`src/rtl/ram_burst_reader.sv`:
```
// ram_burst_reader: sequences burst reads from a dual-port RAM read port and streams the words out on valid/ready
//
// Ports
//   clk, reset             single clock; asynchronous active-high reset
//   start, start_addr, len burst command (len = word count 0..2**W), accepted only when idle
//   abort                  stop issuing reads; words already requested still drain
//   busy, done, err        status: busy during a burst, done/err are 1-cycle pulses
//   ram_write_n            host write strobe of the shared RAM (low = host writes, read is lost)
//   ram_oe, ram_rd_addr    read request / address to the RAM
//   ram_rd_data            RAM read data, valid the cycle after an accepted request
//   m_data, m_valid, m_ready  output stream
//
// Build option: define RAM_RD_WRAP_EN to let bursts wrap past the top of the RAM;
// otherwise a command with start_addr+len > 2**W is rejected with err.
module ram_burst_reader #(
    parameter int B = 32,
    parameter int W = 10
) (
    input  logic         clk,
    input  logic         reset,
    input  logic         start,
    input  logic [W-1:0] start_addr,
    input  logic [W:0]   len,
    input  logic         abort,
    output logic         busy,
    output logic         done,
    output logic         err,
    input  logic         ram_write_n,
    output logic         ram_oe,
    output logic [W-1:0] ram_rd_addr,
    input  logic [B-1:0] ram_rd_data,
    output logic [B-1:0] m_data,
    output logic         m_valid,
    input  logic         m_ready
);
    typedef enum logic [1:0] {IDLE, RUN, DRAIN} state_t;
    state_t       state;
    logic [W:0]   remaining;
    logic [1:0]   cnt;
    logic         inflight;
    logic [B-1:0] tail;
    logic         push, pop, accept, range_ok;
    logic [1:0]   cnt_nxt;
`ifdef RAM_RD_WRAP_EN
    assign range_ok = 1'b1;
`else
    logic [W+1:0] end_addr;
    assign end_addr = {2'b00, start_addr} + {1'b0, len};
    assign range_ok = end_addr <= {2'b01, {W{1'b0}}};
`endif
    assign m_valid = cnt != 2'd0;
    assign pop     = m_valid & m_ready;
    assign push    = inflight;
    // Occupancy after this cycle's push/pop; a read issued now lands next cycle,
    // so issuing while this is below 2 can never overflow, yet sustains 1 word/cycle.
    assign cnt_nxt = cnt + {1'b0, push} - {1'b0, pop};
    // Kept combinational so abort stops issuing in the very cycle it is seen.
    assign ram_oe  = (state == RUN) && !abort && (remaining != '0) && (cnt_nxt < 2'd2);
    assign accept  = ram_oe & ram_write_n;
    always_ff @(posedge clk or posedge reset) begin
        if (reset) begin
            state       <= IDLE;
            busy        <= 1'b0;
            done        <= 1'b0;
            err         <= 1'b0;
            ram_rd_addr <= '0;
            remaining   <= '0;
            inflight    <= 1'b0;
            cnt         <= 2'd0;
            m_data      <= '0;
            tail        <= '0;
        end else begin
            done     <= 1'b0;
            err      <= 1'b0;
            inflight <= accept;
            cnt      <= cnt_nxt;
            // m_data is the FIFO head register, tail the second slot
            if (push && (cnt == 2'd0 || (cnt == 2'd1 && pop)))
                m_data <= ram_rd_data;
            else if (pop && cnt == 2'd2)
                m_data <= tail;
            if (push && ((cnt == 2'd1 && !pop) || cnt == 2'd2))
                tail <= ram_rd_data;
            if (accept) begin
                ram_rd_addr <= ram_rd_addr + W'(1);
                remaining   <= remaining - (W+1)'(1);
            end
            case (state)
                IDLE: if (start) begin
                    if (abort || len == '0)
                        done <= 1'b1;
                    else if (!range_ok)
                        err <= 1'b1;
                    else begin
                        state       <= RUN;
                        busy        <= 1'b1;
                        ram_rd_addr <= start_addr;
                        remaining   <= len;
                    end
                end
                RUN: if (abort || (accept && remaining == (W+1)'(1)))
                    state <= DRAIN;
                DRAIN: if (cnt_nxt == 2'd0) begin
                    state <= IDLE;
                    busy  <= 1'b0;
                    done  <= 1'b1;
                end
                default: state <= IDLE;
            endcase
        end
    end
endmodule
```
`config.mk`:
```
export PLATFORM = sky130hd
export DESIGN_NAME = ram_burst_reader
export DESIGN_NICKNAME = d
export VERILOG_FILES = /design/src/rtl/ram_burst_reader.sv
export SDC_FILE = /design/constraint.sdc
export NUM_CORES = 1
export LEC_CHECK = 0
export CAP_MARGIN = 20
export CORE_MARGIN = 2
export CORE_UTILIZATION = 42
export DETAILED_ROUTE_END_ITERATION = 10
export PLACE_DENSITY = 0.75
export REMOVE_ABC_BUFFERS = 1
export SLEW_MARGIN = 20
export SYNTH_ARGS = -nofsm -noshare
export SYNTH_HDL_FRONTEND = slang
export SYNTH_SLANG_ARGS = --single-unit
```
`constraint.sdc`:
```
create_clock -name clk -period 7.75 [get_ports clk]
set_input_delay 2.325 -clock clk [delete_from_list [all_inputs] [get_ports clk]]
set_output_delay 2.325 -clock clk [all_outputs]
set_load 0.02 [all_outputs]
```
==> results of run 1 <==
power groups by stage:
stage,clock [uW],sequential (uW),combinational [uW]
6_report,440,733,660
3_5_place_dp,0,742,664
3_3_place_gp,0,733,648
4_1_cts,451,734,668
5_1_grt,469,756,719
2_1_floorplan,0,794,344
per-stage QoR:
step                      hold slack [ps]  instance area [um2]  power [uW]
after floorplan                     451.8                 4677        1138
after global placement              456.1                 5961        1381
after detailed placement            462.3                 5961        1407
after CTS                           477.9                 6254        1852
after global routing                499.3                 6254        1944
final                               470.5                 6254        1834
layout make-up:
cell class,count,area (um2)
well taps,140,175.2
repair buffers,110,1089
multi-input cells,305,2323
fillers,955,4730
inverters,12,46.29
flip-flops and latches,93,2327
clock inverters,5,60.06
clock buffers,11,232.7
worst max-delay path, delay by kind of cell:
kind                     cells  cell delay [ps]
AND/OR/NAND/NOR              2              320
XOR/XNOR                     1              300
buffers and inverters        3             1120
AO/OA/AOI/OAI                1              200
adder cells (fa/ha/maj)      2              410
layer usage:
metal,track usage (%),vias up,routed length (um)
li1,-,1737,-
met5,0,-,0
met3,3.019,18,618
met2,27.85,128,5052
met1,25.33,1789,4989
met4,7.000,0,184
sequential cells by signal, indices dropped and copies added (netlist names):
signal	flops
err	1
m_data	32
done	1
state	2
remaining	11
inflight	1
cnt	2
ram_rd_addr	10
tail	32
busy	1
path summary, 6_finish.rpt:
path	start	to	slack (ps)	cells past startpoint
setup / recovery	m_ready	ram_oe	740	9
hold / removal	m_data[6]	m_data[6]	470	2
setup reg to reg	cnt[1]	remaining[9]	4370	12
hold reg to reg	m_data[6]	m_data[6]	470	2
max in group asynchronous	reset	m_data[2]	4220	3
min in group asynchronous	reset	ram_rd_addr[0]	2380	2
layout by cell type (no fill, tap or decap), types with 3 or more instances in the layout:
cell and instances:
a21oi_1 8, a22oi_1 32, and2_1 3, and3_1 3
buf_4 5, clkbuf_16 9, clkdlybuf4s50_1 105, dfrtp_1 93
ha_1 15, inv_1 11, mux2_2 36, mux2_4 17
nand2_1 76, nand2b_1 5, nand3_1 8, nand4_1 4
nor2_1 11, nor2b_1 5, nor3_1 6, nor4_1 3
o211ai_1 4, o21ai_0 5, xnor2_1 12, xor2_1 10
cell families (layout without fill, tap and decap cells):
kind of cell | Yosys count | after routing | share of synthesized area (%)
AO/OA/AOI/OAI | 73 | 73 | 11.59
AND/OR/NAND/NOR | 139 | 139 | 13.76
buffers and inverters | 30 | 138 | 2.936
multiplexers | 54 | 54 | 14.05
adder cells (fa/ha/maj) | 16 | 16 | 4.352
flip-flops | 93 | 93 | 48.77
XOR/XNOR | 23 | 23 | 4.536
==> flow_metrics.py, run 1 <==
metrics = {
    "place": {
        "post-place-ws_ps": 732.1,
        "dp_hpwl_um": 7655,
        "port_buffers": 105,
        "dp.cells": 660,
        "gp_congestion": 0.8327,
    },
    "synthesis": {
        "synth_area_leader_cell": "dfrtp_1",
        "yosysSeqAreaShare_pct": 48.77,
        "synth_area_um2": 4772,
        "synth_common_cells": "93 x dfrtp_1, 76 x nand2_1, 36 x mux2_2",
        "syn_inst": 428,
        "ys.flop_type": "dfrtp_1",
        "ys_ff_latch": 93,
        "synth_top_area_share_pct": 48.77,
        "synth_warnings": 0,
        "synth_edf_count": 0,
        "synth_area_per_cell_um2": 11.15,
        "synth_top_cells_by_area": "dfrtp_1 49%, mux2_2 8.5%, nand2_1 6.0%, mux2_4 5.3%, a22oi_1 5.0%",
        "synth-async-reset-ratio_pct": 100.0,
        "yosys.cell_count.top_type": "dfrtp_1",
        "synth.distinct_cells": 56,
    },
    "floorplanning": {
        "start_util_pct": 43.45,
        "die_h_um": 110.6,
        "fp.dieW_um": 110.6,
        "num_io_pins": 106,
        "dieArea_um2": 12230,
        "fp-row-count": 38,
        "design.core.area_um2": 10980,
    },
    "clock_tree": {
        "cts_made_buffers": 9,
        "htree_levels": 3,
        "postCtsSetupRepairBufs": 0,
        "clk_path_buf_depth": 2,
        "cts_tree": "done",
        "path_clk_slew_ps": 60,
        "cts-root-buf": "clkbuf_16",
        "hold_buffers": 0,
        "clkLatencyLatePin_ps": 340,
        "cts_resized": 0,
        "clkSinkCount": 93,
    },
    "finish": {
        "drive_gt1_share_pct": 15.86,
        "area_delta_synth_final_pct": 31.04,
        "fin_nets": 606,
        "diodes": 0,
        "fin_util_pct": 56.94,
        "stdcell_count": 676,
    },
    "sta": {
        "finalSetupViolCount": 0,
        "period_share_pct": 90.41,
        "fmaxAchievable_mhz": 142.7,
        "hold_viol_final": 0,
        "rsz0062_at_grt": "false",
        "slew_headroom_pct": 29.19,
        "slew_viol_final": 0,
        "post-route-worst-setup-slack_ps": 743.0,
        "worst_pin_slew_ps": 1058,
        "fin_tns_setup_ps": 0,
        "skew_ps": 4.999,
        "min_period_ps": 7007,
    },
    "route": {
        "drt_iter0_markers": 278,
        "dr.pass1.iters": 4,
        "antenna_left": 0,
        "vias": 3672,
        "wire_per_inst_um": 16.04,
        "routed_via_density": 5.432,
        "drc": 0,
        "wirelength_um": 10840,
    },
    "grt": {
        "grt_antenna_before_repair": 0,
        "grt_pass1_wl_um": 18080,
        "grt.overflow.total": 0,
        "grt_pass1_vias": 3584,
        "grt_start_max_net_pins": 59,
        "grtUsageTotal_pct": 18.00,
    },
    "power": {
        "power.share.combinational_pct": 36.0,
        "leakage_uw": 0.002911,
        "intPower_uw": 1225,
        "p_clk_share_pct": 24.0,
        "p_seq_share_pct": 40.0,
        "vdd_drop_max_mv": 0.1432,
        "switching_share_pct": 33.18,
        "switching_power_uw": 608.4,
        "powerDensity_nw_per_um2": 293.2,
    },
    "critical_path": {
        "cp_slowest_cell": "clkdlybuf4s50_1",
        "start_kind": "input port",
        "cp-end-kind": "output port",
        "slowest_delay_ps": 630,
        "critical_path.max_fanout": 4,
        "path_cells": "clkdlybuf4s50_1 > and2_1 > ha_1 > inv_1 > ha_1 > xor3_1 > nor2_1 > a21boi_0 > clkdlybuf4s50_1",
        "cp.arrival_ps": 4680,
        "cp.required_ps": 5430,
        "crit_type": "input port to output port",
    },
    "worst_hold_path": {
        "hp-class": "flip-flop to flip-flop",
    },
    "outcome": {
        "status": "completed",
    },
    "job": {
        "drv_cap": 0,
    },
}
Power figures use the tool's default switching activity.
==> run 2, diff against run 1 <==
--- a/config.mk
+++ b/config.mk
@@ -10,7 +10,6 @@
 export CORE_UTILIZATION = 42
 export DETAILED_ROUTE_END_ITERATION = 10
 export PLACE_DENSITY = 0.75
-export REMOVE_ABC_BUFFERS = 1
 export SLEW_MARGIN = 20
 export SYNTH_ARGS = -nofsm -noshare
 export SYNTH_HDL_FRONTEND = slang
==> flow_metrics.py, run 2 (synthesis gave the netlist of run 1 again) <==
metrics = {
    "outcome": {
        "status": "completed",
    },
    "critical_path": {
        "cp-end-kind": "output port",
        "worstReg2RegEnd": "remaining[9]",
        "slowest_delay_ps": 670,
        "reg2reg_depth": 11,
        "critical_path_buf_inv_count": 3,
        "cp.arrival_ps": 4880,
        "worstReg2RegStart": "cnt[1]",
        "cp.required_ps": 5430,
        "start_kind": "input port",
        "r2r_setup_slack_ps": 4070,
        "path_cells": "clkdlybuf4s50_1 > and2_1 > ha_1 > inv_1 > ha_1 > xor3_1 > nor2_1 > a21boi_0 > clkdlybuf4s50_1",
        "crit_family": "buffers and inverters",
        "cp_slowest_cell": "clkdlybuf4s50_1",
        "crit_type": "input port to output port",
        "critical_path.max_fanout": 4,
    },
    "route": {
        "antenna_left": 0,
        "wire_per_inst_um": 16.13,
        "routed_via_density": 5.434,
        "drt_iter0_markers": 248,
        "drc": 0,
        "vias": 3668,
        "dr.pass1.iters": 4,
        "wirelength_um": 10890,
    },
    "clock_tree": {
        "cts_tree": "done",
        "cts_made_buffers": 9,
        "postCtsSetupRepairBufs": 0,
        "clk_path_buf_depth": 2,
        "path_clk_slew_ps": 60,
        "cts_resized": 0,
        "clkSinkCount": 93,
        "htree_levels": 3,
        "hold_buffers": 0,
        "cts-root-buf": "clkbuf_16",
        "clkLatencyLatePin_ps": 340,
    },
    "finish": {
        "diodes": 0,
        "area_delta_synth_final_pct": 31.73,
        "fin_nets": 605,
        "most-common-layout-cells": "105 x clkdlybuf4s50_1, 93 x dfrtp_1, 76 x nand2_1",
        "largestRegisters": "m_data x32, tail x32, remaining x11",
        "drive_gt1_share_pct": 16.07,
        "final_common_cell": "clkdlybuf4s50_1",
    },
    "power": {
        "fin_total_pwr_uw": 1877,
        "vdd_drop_max_mv": 0.1330,
        "leakage_uw": 0.002925,
        "powerDensity_nw_per_um2": 298.5,
    },
    "sta": {
        "finalSetupViolCount": 0,
        "hold_viol_final": 0,
        "skew_ps": 6.568,
        "period_share_pct": 93.02,
        "fin_tns_setup_ps": 0,
        "fmaxAchievable_mhz": 138.7,
        "slew_viol_final": 0,
        "worst_pin_slew_ps": 1060,
        "rsz0062_at_grt": "false",
        "post-route-worst-setup-slack_ps": 541.3,
        "min_period_ps": 7209,
        "slew_headroom_pct": 29.09,
    },
    "worst_hold_path": {
        "hp-start": "m_data[22]",
        "hold_path_depth": 2,
        "hp-class": "flip-flop to flip-flop",
        "min_to": "m_data[22]",
    },
    "floorplanning": {
        "die_h_um": 110.6,
        "design.core.area_um2": 10980,
        "dieArea_um2": 12230,
        "fp-row-count": 38,
        "fp.dieW_um": 110.6,
        "start_util_pct": 43.45,
        "num_io_pins": 106,
    },
    "grt": {
        "grtUsageTotal_pct": 18.29,
        "grt.overflow.total": 0,
        "grt_pass1_vias": 3719,
        "grt_antenna_before_repair": 0,
        "grt_pass1_wl_um": 18150,
        "grt_start_max_net_pins": 50,
    },
    "synthesis": {
        "syn-num-nets": 503,
    },
    "place": {
        "post-place-ws_ps": 586.3,
        "gp_congestion": 0.8837,
        "port_buffers": 105,
        "dp_hpwl_um": 7994,
    },
    "job": {
        "drv_cap": 0,
    },
}
==> run 2: final cells by class <==
cell class,count,area (um2)
multi-input cells,305,2323
well taps,140,175.2
clock buffers,10,239.0
clock inverters,6,93.84
flip-flops and latches,93,2327
repair buffers,109,1081
inverters,12,46.29
fillers,924,4697
==> run 2: per-layer routing <==
metal | global-route usage (%) | wire length (um)
met1 | 23.39 | 4906
met3 | 3.238 | 474
met5 | 0 | 0
met2 | 30.55 | 5289
met4 | 7.833 | 218
==> run 2: metrics by stage <==
stage | std cells | util [%] | hold WS, ps | area, um2
4_1_cts | 675 | 57.23 | 478.1 | 6286
3_5_place_dp | 659 | 54.20 | 462.2 | 5953
5_1_grt | 675 | 57.23 | 496.4 | 6286
6_report | 675 | 57.23 | 471.3 | 6286
3_3_place_gp | 659 | 54.20 | 457.0 | 5953
2_1_floorplan | 428 | - | 451.8 | 4772
==> run 2: power breakdown <==
| part | switching (uW) | internal, uW | total, uW |
|---|---|---|---|
| Combinational | 312 | 350 | 662 |
| Sequential | 111 | 623 | 734 |
| Clock | 186 | 294 | 481 |
==> run 2: worst max path at each step <==
stage,end,start,slack (ps),depth (start not counted)
3_3_place_gp,ram_oe,m_ready,650,9
2_1_floorplan,ram_oe,m_ready,1580,7
5_1_grt,ram_oe,m_ready,400,9
4_1_cts,ram_oe,m_ready,560,9
6_report,ram_oe,m_ready,540,9
3_5_place_dp,ram_oe,m_ready,590,9
==> run 2: worst register-to-register path, delay by kind of cell, from the launching register on <==
| family | cells | cell delay, ps |
|---|---|---|
| compound gates | 1 | 740 |
| xor+xnor | 2 | 480 |
| fa+ha+maj | 2 | 400 |
| buf+inv | 1 | 50 |
| flops | 1 | 420 |
| mux | 1 | 250 |
| simple gates | 4 | 1220 |
==> run 3, diff against run 2 <==
--- a/config.mk
+++ b/config.mk
@@ -5,11 +5,11 @@
 export SDC_FILE = /design/constraint.sdc
 export NUM_CORES = 1
 export LEC_CHECK = 0
-export CAP_MARGIN = 20
 export CORE_MARGIN = 2
 export CORE_UTILIZATION = 42
 export DETAILED_ROUTE_END_ITERATION = 10
-export PLACE_DENSITY = 0.75
+export PLACE_DENSITY = 0.68
+export SETUP_SLACK_MARGIN = 0.2
 export SLEW_MARGIN = 20
 export SYNTH_ARGS = -nofsm -noshare
 export SYNTH_HDL_FRONTEND = slang
==> flow_metrics.py, run 3 (synthesis gave the netlist of run 1 again) <==
metrics = {
    "outcome": {
        "status": "completed",
    },
    "critical_path": {
        "critical_path_buf_inv_count": 3,
        "r2r_setup_slack_ps": 4130,
        "cp.depth": 9,
        "crit_type": "input port to output port",
        "cp-startpoint": "m_ready",
        "crit_family": "buffers and inverters",
        "worstReg2RegStart": "cnt[1]",
        "slowest_delay_ps": 660,
        "cp.required_ps": 5430,
        "worstReg2RegEnd": "remaining[5]",
        "worstSetupEndpoint": "ram_oe",
        "cp-end-kind": "output port",
        "start_kind": "input port",
        "path_cells": "clkdlybuf4s50_1 > and2_1 > ha_1 > inv_1 > ha_1 > xor3_1 > nor2_1 > a21boi_0 > clkdlybuf4s50_1",
        "cp.arrival_ps": 4780,
        "reg2reg_depth": 11,
        "critical_path.max_fanout": 4,
        "cp_slowest_cell": "clkdlybuf4s50_1",
    },
    "clock_tree": {
        "clkSinkCount": 93,
        "clkLatencyLatePin_ps": 340,
        "cts_made_buffers": 9,
        "cts-root-buf": "clkbuf_16",
        "htree_levels": 3,
        "clk_path_buf_depth": 2,
        "postCtsSetupRepairBufs": 0,
        "cts_resized": 0,
        "path_clk_slew_ps": 60,
        "cts_tree": "done",
        "hold_buffers": 0,
    },
    "worst_hold_path": {
        "hold_path_depth": 2,
        "hp-class": "flip-flop to flip-flop",
        "hp-start": "m_data[24]",
    },
    "route": {
        "wire_per_inst_um": 16.14,
        "vias": 3587,
        "routed_via_density": 5.306,
        "dr.pass1.iters": 4,
        "drc": 0,
        "drt_iter0_markers": 210,
        "wirelength_um": 10910,
        "antenna_left": 0,
    },
    "power": {
        "p_seq_share_pct": 40.0,
        "switching_share_pct": 33.21,
        "intPower_uw": 1226,
        "powerDensity_nw_per_um2": 293.5,
        "vdd_drop_max_mv": 0.1198,
        "p_clk_share_pct": 24.1,
        "power.share.combinational_pct": 35.9,
        "leakage_uw": 0.002909,
        "switching_power_uw": 609.5,
    },
    "place": {
        "post-place-ws_ps": 625.7,
        "port_buffers": 105,
        "dp_hpwl_um": 7835,
        "dpl_cell_area_um2": 5953,
        "gp_congestion": 0.8171,
    },
    "grt": {
        "grt_start_max_net_pins": 54,
        "grt_pass1_vias": 3550,
        "grt_antenna_before_repair": 0,
        "grt.overflow.total": 0,
        "grt_pass1_wl_um": 18070,
        "grtUsageTotal_pct": 18.21,
    },
    "finish": {
        "largestRegisters": "m_data x32, tail x32, remaining x11",
        "most-common-layout-cells": "105 x clkdlybuf4s50_1, 93 x dfrtp_1, 76 x nand2_1",
        "area_delta_synth_final_pct": 31.04,
        "final_common_cell": "clkdlybuf4s50_1",
        "fin_nets": 606,
        "finalInstanceArea_um2": 6254,
        "drive_gt1_share_pct": 16.04,
        "diodes": 0,
    },
    "sta": {
        "period_share_pct": 91.68,
        "skew_ps": 9.337,
        "slew_viol_final": 0,
        "hold_viol_final": 0,
        "fin_tns_setup_ps": 0,
        "worst_pin_slew_ps": 823.6,
        "fmaxAchievable_mhz": 140.7,
        "rsz0062_at_grt": "false",
        "finalSetupViolCount": 0,
        "post-route-worst-setup-slack_ps": 644.5,
        "min_period_ps": 7105,
        "hold-worst-slack_ps": 473.8,
        "slew_headroom_pct": 44.80,
    },
    "floorplanning": {
        "design.core.area_um2": 10980,
        "dieArea_um2": 12230,
        "num_io_pins": 106,
        "die_h_um": 110.6,
        "start_util_pct": 43.45,
        "fp-row-count": 38,
        "fp.dieW_um": 110.6,
    },
    "synthesis": {
        "syn-num-nets": 503,
    },
    "job": {
        "drv_cap": 0,
    },
}
## run 3: worst min-delay path by stage
stage                       to  slack [ps]
CTS                 m_data[23]         480
finish              m_data[24]         470
global route        m_data[23]         490
floorplan                 done         450
detailed placement  m_data[19]         460
global placement    m_data[24]         460
## run 3: final cells by class
class	count	area, um2
multi-input cells	305	2316
flip-flops and latches	93	2327
well taps	140	175.2
clock buffers	10	229.0
repair buffers	110	1089
clock inverters	6	71.32
inverters	12	46.29
fillers	973	4730
## run 3: power by group through the flow
| stage | Sequential [uW] | Combinational, uW | Clock [uW] |
|---|---|---|---|
| after floorplan | 794 | 353 | 0 |
| after global placement | 735 | 648 | 0 |
| after detailed placement | 741 | 663 | 0 |
| after CTS | 733 | 666 | 451 |
| after global routing | 754 | 713 | 474 |
| final | 734 | 658 | 443 |
## run 3: per-layer routing
layer | global-route usage (%) | vias to the layer above | share of wire [%]
met5 | 0 | - | 0
met4 | 5.750 | 0 | 1.3
met3 | 3.842 | 12 | 4.2
met2 | 29.61 | 84 | 47
met1 | 24.43 | 1751 | 47
li1 | - | 1740 | -
## run 3: worst register-to-register path: stages (launching register included)
cell and delay (ps):
dfrtp_1 420, or2_2 310, and2_1 170, ha_1 260, inv_1 60, ha_1 140
xor3_1 300, a2111oi_4 740, nor4b_2 570, nand2_1 130, xnor2_1 160, mux2_4 250
## run 3: metrics by stage
| step | util, % | cells | power (uW) |
|---|---|---|---|
| 3_5_place_dp | 54.20 | 660 | 1404 |
| 5_1_grt | 56.94 | 676 | 1940 |
| 3_3_place_gp | 54.20 | 660 | 1384 |
| 4_1_cts | 56.94 | 676 | 1851 |
| 6_report | 56.94 | 676 | 1835 |
| 2_1_floorplan | - | 428 | 1147 |
